--- src/rtl/scie_result_queue_if.sv ---
`default_nettype none
// ============================================================================
// Module      : scie_result_queue_if
// Description : Handshake bundle between the SCIEPipelined result producer,
//               the result queue and the register-file writeback.
//               slave  - the queue side (accepts results, presents head entry)
//               master - the producer/writeback side
//   io_in_valid / io_in_real / io_in_imag / io_in_tag : incoming result
//   io_out_valid / io_out_ready                       : head-entry handshake
//   io_out_data {imag,real} / io_out_tag              : head entry contents
// Revision    : 1.0 - initial release
// ============================================================================
interface scie_result_queue_if #(
  parameter int TAG_W = 5
);
  logic             io_in_valid;
  logic [15:0]      io_in_real;
  logic [15:0]      io_in_imag;
  logic [TAG_W-1:0] io_in_tag;
  logic             io_out_valid;
  logic             io_out_ready;
  logic [31:0]      io_out_data;
  logic [TAG_W-1:0] io_out_tag;

  modport slave (
    input  io_in_valid, io_in_real, io_in_imag, io_in_tag, io_out_ready,
    output io_out_valid, io_out_data, io_out_tag
  );

  modport master (
    output io_in_valid, io_in_real, io_in_imag, io_in_tag, io_out_ready,
    input  io_out_valid, io_out_data, io_out_tag
  );
endinterface
`default_nettype wire

--- src/rtl/scie_result_queue.sv ---
`default_nettype none
// ============================================================================
// Module      : scie_result_queue
// Description : Circular result queue for complex SCIE results awaiting
//               register writeback. No empty-queue bypass: a pushed entry
//               becomes visible on the cycle after the push. Pushes into a
//               full queue without a same-cycle pop are dropped and flagged.
// Ports       : clock         - sole clock, rising edge
//               reset         - asynchronous, active-low
//               bus (slave)   - result input and head-entry handshake
//               io_clear      - synchronous flush (count, pointers, flags)
//               io_count      - occupied entries (registered)
//               io_full       - io_count == DEPTH (registered)
//               io_overflow   - sticky "a result was dropped"
//               io_drop_count - saturating drop counter
// Options     : define SCIE_RESULT_DROPCNT_EN to build the drop counter;
//               otherwise io_drop_count is tied to 0.
// Revision    : 1.0 - initial release
// ============================================================================
module scie_result_queue #(
  parameter int DEPTH = 4,  // power of two, 2..16
  parameter int TAG_W = 5
) (
  input  logic               clock,
  input  logic               reset,
  scie_result_queue_if.slave bus,
  input  logic               io_clear,
  output logic [4:0]         io_count,
  output logic               io_full,
  output logic               io_overflow,
  output logic [7:0]         io_drop_count
);

  localparam int         PTR_W       = $clog2(DEPTH);
  localparam int         ENTRY_W     = 32 + TAG_W;
  localparam logic [4:0] C_DEPTH_CNT = 5'(DEPTH);

  logic [PTR_W-1:0]   wr_ptr_q, wr_ptr_d;
  logic [PTR_W-1:0]   rd_ptr_q, rd_ptr_d;
  logic [4:0]         count_q, count_d;
  logic               full_q, full_d;
  logic               valid_q, valid_d;
  logic               overflow_q, overflow_d;
  logic [ENTRY_W-1:0] mem_q [DEPTH];
  logic [ENTRY_W-1:0] mem_d [DEPTH];
  logic [ENTRY_W-1:0] head;
  logic               do_push, do_pop, do_drop;

  always_comb begin
    do_pop  = valid_q & bus.io_out_ready;
    // A pop in the same cycle frees the slot, so a full queue still accepts.
    do_push = bus.io_in_valid & (~full_q | do_pop);
    do_drop = bus.io_in_valid & full_q & ~do_pop;

    wr_ptr_d   = wr_ptr_q;
    rd_ptr_d   = rd_ptr_q;
    count_d    = count_q;
    overflow_d = overflow_q;
    mem_d      = mem_q;

    if (io_clear) begin
      wr_ptr_d   = '0;
      rd_ptr_d   = '0;
      count_d    = '0;
      overflow_d = 1'b0;
    end else begin
      if (do_push) begin
        mem_d[wr_ptr_q] = {bus.io_in_tag, bus.io_in_imag, bus.io_in_real};
        wr_ptr_d        = wr_ptr_q + PTR_W'(1);
      end
      if (do_pop) begin
        rd_ptr_d = rd_ptr_q + PTR_W'(1);
      end
      case ({do_push, do_pop})
        2'b10:   count_d = count_q + 5'd1;
        2'b01:   count_d = count_q - 5'd1;
        default: count_d = count_q;
      endcase
      if (do_drop) begin
        overflow_d = 1'b1;
      end
    end

    // Status outputs are registered copies derived from the next count.
    full_d  = (count_d == C_DEPTH_CNT);
    valid_d = (count_d != 5'd0);
  end

  always_ff @(posedge clock or negedge reset) begin
    if (!reset) begin
      wr_ptr_q   <= '0;
      rd_ptr_q   <= '0;
      count_q    <= '0;
      full_q     <= 1'b0;
      valid_q    <= 1'b0;
      overflow_q <= 1'b0;
    end else begin
      wr_ptr_q   <= wr_ptr_d;
      rd_ptr_q   <= rd_ptr_d;
      count_q    <= count_d;
      full_q     <= full_d;
      valid_q    <= valid_d;
      overflow_q <= overflow_d;
    end
  end

  // Storage is not reset; the head is masked while empty so that the
  // data/tag outputs read 0 after reset.
  always_ff @(posedge clock) begin
    mem_q <= mem_d;
  end

  assign head             = mem_q[rd_ptr_q];
  assign bus.io_out_valid = valid_q;
  assign bus.io_out_data  = valid_q ? head[31:0] : 32'd0;
  assign bus.io_out_tag   = valid_q ? head[ENTRY_W-1:32] : '0;

  assign io_count    = count_q;
  assign io_full     = full_q;
  assign io_overflow = overflow_q;

`ifdef SCIE_RESULT_DROPCNT_EN
  logic [7:0] drop_cnt_q, drop_cnt_d;

  always_comb begin
    drop_cnt_d = drop_cnt_q;
    if (io_clear) begin
      drop_cnt_d = 8'd0;
    end else if (do_drop && (drop_cnt_q != 8'hFF)) begin
      drop_cnt_d = drop_cnt_q + 8'd1;
    end
  end

  always_ff @(posedge clock or negedge reset) begin
    if (!reset) begin
      drop_cnt_q <= 8'd0;
    end else begin
      drop_cnt_q <= drop_cnt_d;
    end
  end

  assign io_drop_count = drop_cnt_q;
`else
  assign io_drop_count = 8'd0;
`endif

endmodule
`default_nettype wire

--- src/flat_wrapper.sv ---
// flat-port wrapper written by rule: the top's interface ports become plain ports
module scie_result_queue_flat 
#(
  parameter int DEPTH = 4,                        
  parameter int TAG_W = 5
)
  (clock, reset, io_clear, io_count, io_full, io_overflow, io_drop_count, bus_io_in_valid, bus_io_in_real, bus_io_in_imag, bus_io_in_tag, bus_io_out_ready, bus_io_out_valid, bus_io_out_data, bus_io_out_tag);
  scie_result_queue_if #(.TAG_W(TAG_W)) bus_i ();
  input  logic clock;
  input  logic reset;
  input  logic io_clear;
  output logic [4:0] io_count;
  output logic io_full;
  output logic io_overflow;
  output logic [7:0] io_drop_count;
  input wire logic [$bits(bus_i.io_in_valid)-1:0] bus_io_in_valid;
  input wire logic [$bits(bus_i.io_in_real)-1:0] bus_io_in_real;
  input wire logic [$bits(bus_i.io_in_imag)-1:0] bus_io_in_imag;
  input wire logic [$bits(bus_i.io_in_tag)-1:0] bus_io_in_tag;
  input wire logic [$bits(bus_i.io_out_ready)-1:0] bus_io_out_ready;
  output wire logic [$bits(bus_i.io_out_valid)-1:0] bus_io_out_valid;
  output wire logic [$bits(bus_i.io_out_data)-1:0] bus_io_out_data;
  output wire logic [$bits(bus_i.io_out_tag)-1:0] bus_io_out_tag;
  assign bus_i.io_in_valid = bus_io_in_valid;
  assign bus_i.io_in_real = bus_io_in_real;
  assign bus_i.io_in_imag = bus_io_in_imag;
  assign bus_i.io_in_tag = bus_io_in_tag;
  assign bus_i.io_out_ready = bus_io_out_ready;
  assign bus_io_out_valid = bus_i.io_out_valid;
  assign bus_io_out_data = bus_i.io_out_data;
  assign bus_io_out_tag = bus_i.io_out_tag;
  scie_result_queue #(.DEPTH(DEPTH), .TAG_W(TAG_W)) u_core (.clock(clock), .reset(reset), .bus(bus_i), .io_clear(io_clear), .io_count(io_count), .io_full(io_full), .io_overflow(io_overflow), .io_drop_count(io_drop_count));
endmodule
--- config.mk ---
export PLATFORM = sky130hd
export DESIGN_NAME = scie_result_queue_flat
export DESIGN_NICKNAME = d
export VERILOG_FILES = /design/src/rtl/scie_result_queue_if.sv /design/src/rtl/scie_result_queue.sv /design/src/flat_wrapper.sv
export SDC_FILE = /design/constraint.sdc
export NUM_CORES = 1
export LEC_CHECK = 0
export BUFFER_PORTS_ARGS = -buffer_cell sky130_fd_sc_hd__buf_2
export CAP_MARGIN = 10
export CORE_UTILIZATION = 40
export CTS_CLUSTER_DIAMETER = 40
export DETAILED_ROUTE_END_ITERATION = 10
export SLEW_MARGIN = 20
export SYNTH_ARGS = -nofsm -noshare
export SYNTH_HDL_FRONTEND = slang
export SYNTH_SLANG_ARGS = --single-unit
--- constraint.sdc ---
create_clock -name clock -period 5.3 [get_ports clock]
set_input_delay 0.795 -clock clock [delete_from_list [all_inputs] [get_ports clock]]
set_output_delay 0.795 -clock clock [all_outputs]
set_load 0.01 [all_outputs]
; Word level (Yosys, flattened, before mapping)
; Cells that the tools add are included.
[op_classes]
muxes = 16
order_cmp = 3
n_eq_ne = 3
bitwise_logic = 10
addsub = 4
n_reduce_logical = 6
[ops]
columns = op, count
row1 = $bwmux 148, 1
row2 = $mux 37, 3
row3 = $bmux 37 s2, 1
row4 = $demux 37 s2, 1
row5 = $mux 32, 1
row6 = $mux 5, 2
row7 = $pmux 5 s2, 1
row8 = $mux 2, 4
row9 = $ge 3x3->1 const B, 2
row10 = $not 2->3, 2
row11 = $reduce_bool 2->1, 3
row12 = $add 5x1->5 const B, 1
row13 = $eq 5x3->1 const B, 1
row14 = $reduce_bool 5->1, 1
row15 = $sub 5x1->5 const B, 1
row16 = $add 2x1->2 const B, 2
row17 = $and 1x1->1, 4
row18 = $lt 3x1->1 const B, 1
row19 = $not 1->1, 3
row20 = $eq 2x1->1 const B, 1
row21 = $eq 2x2->1 const B, 1
row22 = $mux 1, 2
row23 = $reduce_and 2->1, 1
row24 = $logic_and 1x1->1, 1
row25 = $or 1x1->1, 1
[word_totals]
in_bits = 42
output_inout_bits = 53
ff_bits = 160
elab_cells = 52

; Depth between registers and ports, before layout
[logic_depth]
word_depth = 7
mapped_depth = 11
depth_no_buf = 11

; Worst setup path before layout
; OpenSTA, ideal clock, no wires.
[synth_timing]
path_type = in2reg
start = input port bus_io_out_ready
end = register u_core.full_q, in the netlist u_core.io_full
setup_slack_ns = 2.533
t_required_ns = 5.204
stages = 11
t_arrival_ns = 2.671
n_path_buf = 0
setup_time_ns = 0.096
cell_sequence = nand2_1 > nand2_1 > nand2_1 > ha_1 > xor2_1 > ha_1 > or3b_1 > o31ai_1 > and4b_2 > nor4_1 > nor4_2
[synth_via]
elab_chain_len = 7
word_cells_on_any_way = 8
classes_between = 3 x eq/ne / 2 x mux / 3 x bitwise
[synth_lines]
columns = item, line_no
row1 = "start, declared", flat_wrapper.sv:20  ; input wire logic [$bits(bus_i.io_out_ready)-1:0] bus_io_out_ready;
row2 = $and 1x1->1 *, scie_result_queue.sv:50  ; do_pop = valid_q & bus.io_out_ready;
row3 = $or 1x1->1, scie_result_queue.sv:52  ; do_push = bus.io_in_valid & (~full_q | do_pop);
row4 = $and 1x1->1, scie_result_queue.sv:52
row5 = $eq 2x1->1 or $eq 2x2->1 (tied branches), scie_result_queue.sv:74  ; case ({do_push, do_pop})
row6 = $pmux 5 s2 *, scie_result_queue.sv:74
row7 = $mux 5 *, scie_result_queue.sv:61  ; if (io_clear) begin
row8 = $eq 5x3->1 *, scie_result_queue.sv:85  ; full_d = (count_d == C_DEPTH_CNT);
row9 = named net u_core.full_d, scie_result_queue.sv:41  ; logic full_q, full_d;
row10 = "end signal, assigned", scie_result_queue.sv:101  ; full_q <= full_d;
row11 = "end, declared", scie_result_queue.sv:41
; The timed path passes the listed nets; every way through them passes the cells marked *.
; A chain may end at the register's enable or synchronous reset.

; Worst setup path in the final report
[layout_timing]
start = register u_core.rd_ptr_q[0]
end = output port bus_io_out_tag[4]
[layout_via]
elab_chain_len = 5
[layout_lines]
columns = item, line_no
row1 = "start, declared", scie_result_queue.sv:39  ; logic [PTR_W-1:0] rd_ptr_q, rd_ptr_d;
row2 = "start signal, assigned", scie_result_queue.sv:99  ; rd_ptr_q <= rd_ptr_d;
row3 = $not 2->3 (not written as such), scie_result_queue.sv:113  ; assign head = mem_q[rd_ptr_q];
row4 = $bmux 37 s2, scie_result_queue.sv:113
row5 = $mux 37 (not written as such) (2 in series), scie_result_queue.sv:113
row6 = $mux 5, scie_result_queue.sv:116  ; assign bus.io_out_tag = valid_q ? head[ENTRY_W-1:32] : '0;
row7 = "end, declared", flat_wrapper.sv:23  ; output wire logic [$bits(bus_i.io_out_tag)-1:0] bus_io_out_tag;
; Every way passes these cells. The select of a mux whose other input is x is not followed.

==> reports/metrics.yaml <==
row_count: 46
wirelength_mm: 11.78
cts.path.max_buffers: 2
fp.dieH_um: 129.0
syn_avg_cell_area_um2: 19.73
startpoint_type: "register"
final_cell_mix: "edfxtp_1 (148), buf_2 (86), mux4_2 (37), and2_1 (37), clkbuf_16 (18)"
syn_to_final_growth_pct: 17.61
fmax_mhz: 290.1
p_leak_nw: 2.678
cts_tree: "built"
drt-wirelength-per-cell_um: 18.24
finalMaxSlewViolations: 0
drtIter0Drc: 215
synth.largest_area_cell: "edfxtp_1"
ff2ff_setup_slack_ns: 2.68
worst_pin_slew_ns: 1.045
cts_made_buffers: 17
gp_congestion: 0.7782
place_hpwl_mm: 6.813
ys_async_sr_fraction: 0.07500
max_cap_violations: 0
io_pins: 95
reg2reg_to: "u_core.io_full$_DFF_PN0_"
ys_seq_area_frac: 0.7355
grt_remaining_overflow: 0
avgViaCountPerCell: 4.961
netlist_instances: 327
hold_violations: 0
setup_tns_ns: 0
path_clk_slew_ns: 0.06
ff2ff_path_depth: 11
rsz0062_at_grt: "no"
ys_ff_latch: 160
final_common_cell: "edfxtp_1"
status: "finished, final reports clean"
timing.final.crit_share: 0.6505
setup_violations: 0
critPathKind: "register to output pin"
nNetsFinal: 465
hold_ws_ns: 0.2471
dr_total_vias: 3205
portBuffers: 86
cp_max_fo: 27
finalClockSkew_ns: 0.004410
end_kind: "output pin"
die_x_um: 129.0
core_area_mm2: 0.01583
start_util: 0.4076
cts_resized: 0
post_cts_buffers: 0
grt_pass1_wl_mm: 18.64
insertion_delay_ns: 0.42
synthFlopType: "edfxtp_1"
grt_antenna_before_repair: 1
powerDensity_mw_per_mm2: 434.8
slew_headroom: 0.3033
root_buffer: "clkbuf_16"
first_global_vias: 3357
yosysUniqueCellTypes: 34
die-area_mm2: 0.01664
htreeDepth: 4
drive_gt1_frac: 0.3776
finalCriticalPeriod_ns: 3.448
grt_use_total: 0.1592
cts.sinks: 160
hold_buffers: 0
firstDrtPassIters: 4
antenna_left: 0
ys_warn_count: 0
hold_path.class: "primary input to asynchronous set/reset pin"
r2r-start: "u_core.bus.io_out_valid$_DFF_PN0_"
synth_edf_count: 148
worst_ir_drop_vdd_mv: 0.2329
critical_path_required_ns: 4.51
synth_area_mm2: 0.006451
drc_errors: 0
arrival_ns: 2.65
netlist.area_leader.share: 0.6889
grt_max_degree: 39
synth_area_leaders: "edfxtp_1 (69%), mux4_2 (13%), dfrtp_1 (4.7%)"
-- cell usage after synthesis, types with 2 or more instances --
cell      instances
buf_2             7
buf_6             2
nor4_1            2
and2_1           41
nand3_1           2
buf_4            10
edfxtp_1        148
inv_1             5
nor2_1           10
a31oi_1           2
xor2_1            4
clkbuf_1          6
ha_1              7
nand2_1           5
dfrtp_1          12
or3b_1            2
xnor2_1           5
a21oi_1           5
mux4_2           37
-- cell families after synthesis --
logic type	count (synthesis)	share of synthesized area
AOI/OAI and AO/OA	13	0.01532
DFF	160	0.7355
muxes	38	0.1307
other	1	0.0005813
and+or+nand+nor	69	0.06517
buffers and inverters	30	0.02696
adders and majority gates	7	0.01358
xor gates and xnor gates	9	0.01222
-- power by group --
part | switching (mW) | internal [mW]
sequential | 0.0910 | 1.46
clock | 0.456 | 0.650
combinational | 0.321 | 0.317
total | 0.867 | 2.43
-- sequential cells by signal, indices dropped and copies added, names as in the netlist --
register / count
u_core.io_count: 5
u_core.rd_ptr_q: 2
u_core.io_full: 1
u_core.bus.io_out_valid: 1
u_core.wr_ptr_q: 2
u_core.io_overflow: 1
u_core.mem_q: 148
-- how the worst max path moves through the flow --
stage                                        start                       end  depth (start not counted)  slack (ns)
finish              u_core.rd_ptr_q[0]$_DFFE_PN0P_         bus_io_out_tag[4]                          4        1.85
global placement    u_core.rd_ptr_q[0]$_DFFE_PN0P_         bus_io_out_tag[0]                          4        2.14
CTS                 u_core.rd_ptr_q[0]$_DFFE_PN0P_         bus_io_out_tag[4]                          4        1.71
detailed placement  u_core.rd_ptr_q[0]$_DFFE_PN0P_         bus_io_out_tag[0]                          4        2.17
floorplan                         bus_io_out_ready  u_core.io_full$_DFF_PN0_                         11        2.53
global route        u_core.rd_ptr_q[0]$_DFFE_PN0P_         bus_io_out_tag[4]                          4        1.55
-- per-stage QoR --
step / utilization / power [mW] / area, um2 / worst slack, ns / std cells
floorplan: - / 2.014 / 6477 / 2.533 / 334
global placement: 0.4451 / 2.230 / 7046 / 2.138 / 613
detailed placement: 0.4451 / 2.239 / 7046 / 2.167 / 613
CTS: 0.4790 / 3.347 / 7581 / 1.710 / 645
global route: 0.4792 / 3.461 / 7585 / 1.553 / 645
finish: 0.4794 / 3.299 / 7587 / 1.852 / 646
-- per-layer routing --
metal / vias up / wire [um] / global-route usage
li1: 1447 / - / -
met1: 1657 / 5246 / 0.2030
met2: 84 / 5734 / 0.2506
met3: 17 / 592 / 0.05198
met4: 0 / 207 / 0.06851
met5: - / 0 / 0
-- final cells by class --
class	instances	area, um2
Multi-Input combinational cell	144	1568
Timing Repair Buffer	88	445.4
Inverter	5	18.77
Antenna cell	1	2.502
Clock inverter	5	31.28
Fill cell	1335	8240
Tap cell	216	270.3
Clock buffer	27	504.2
Sequential cell	160	4747
-- worst max-delay path: stages (launching register included) --
cell and delay, ns:
dfrtp_2 0.97, buf_4 0.41, mux4_2 0.53, and2_1 0.17, buf_2 0.14
No activity file was read; power rests on OpenSTA's default activity.
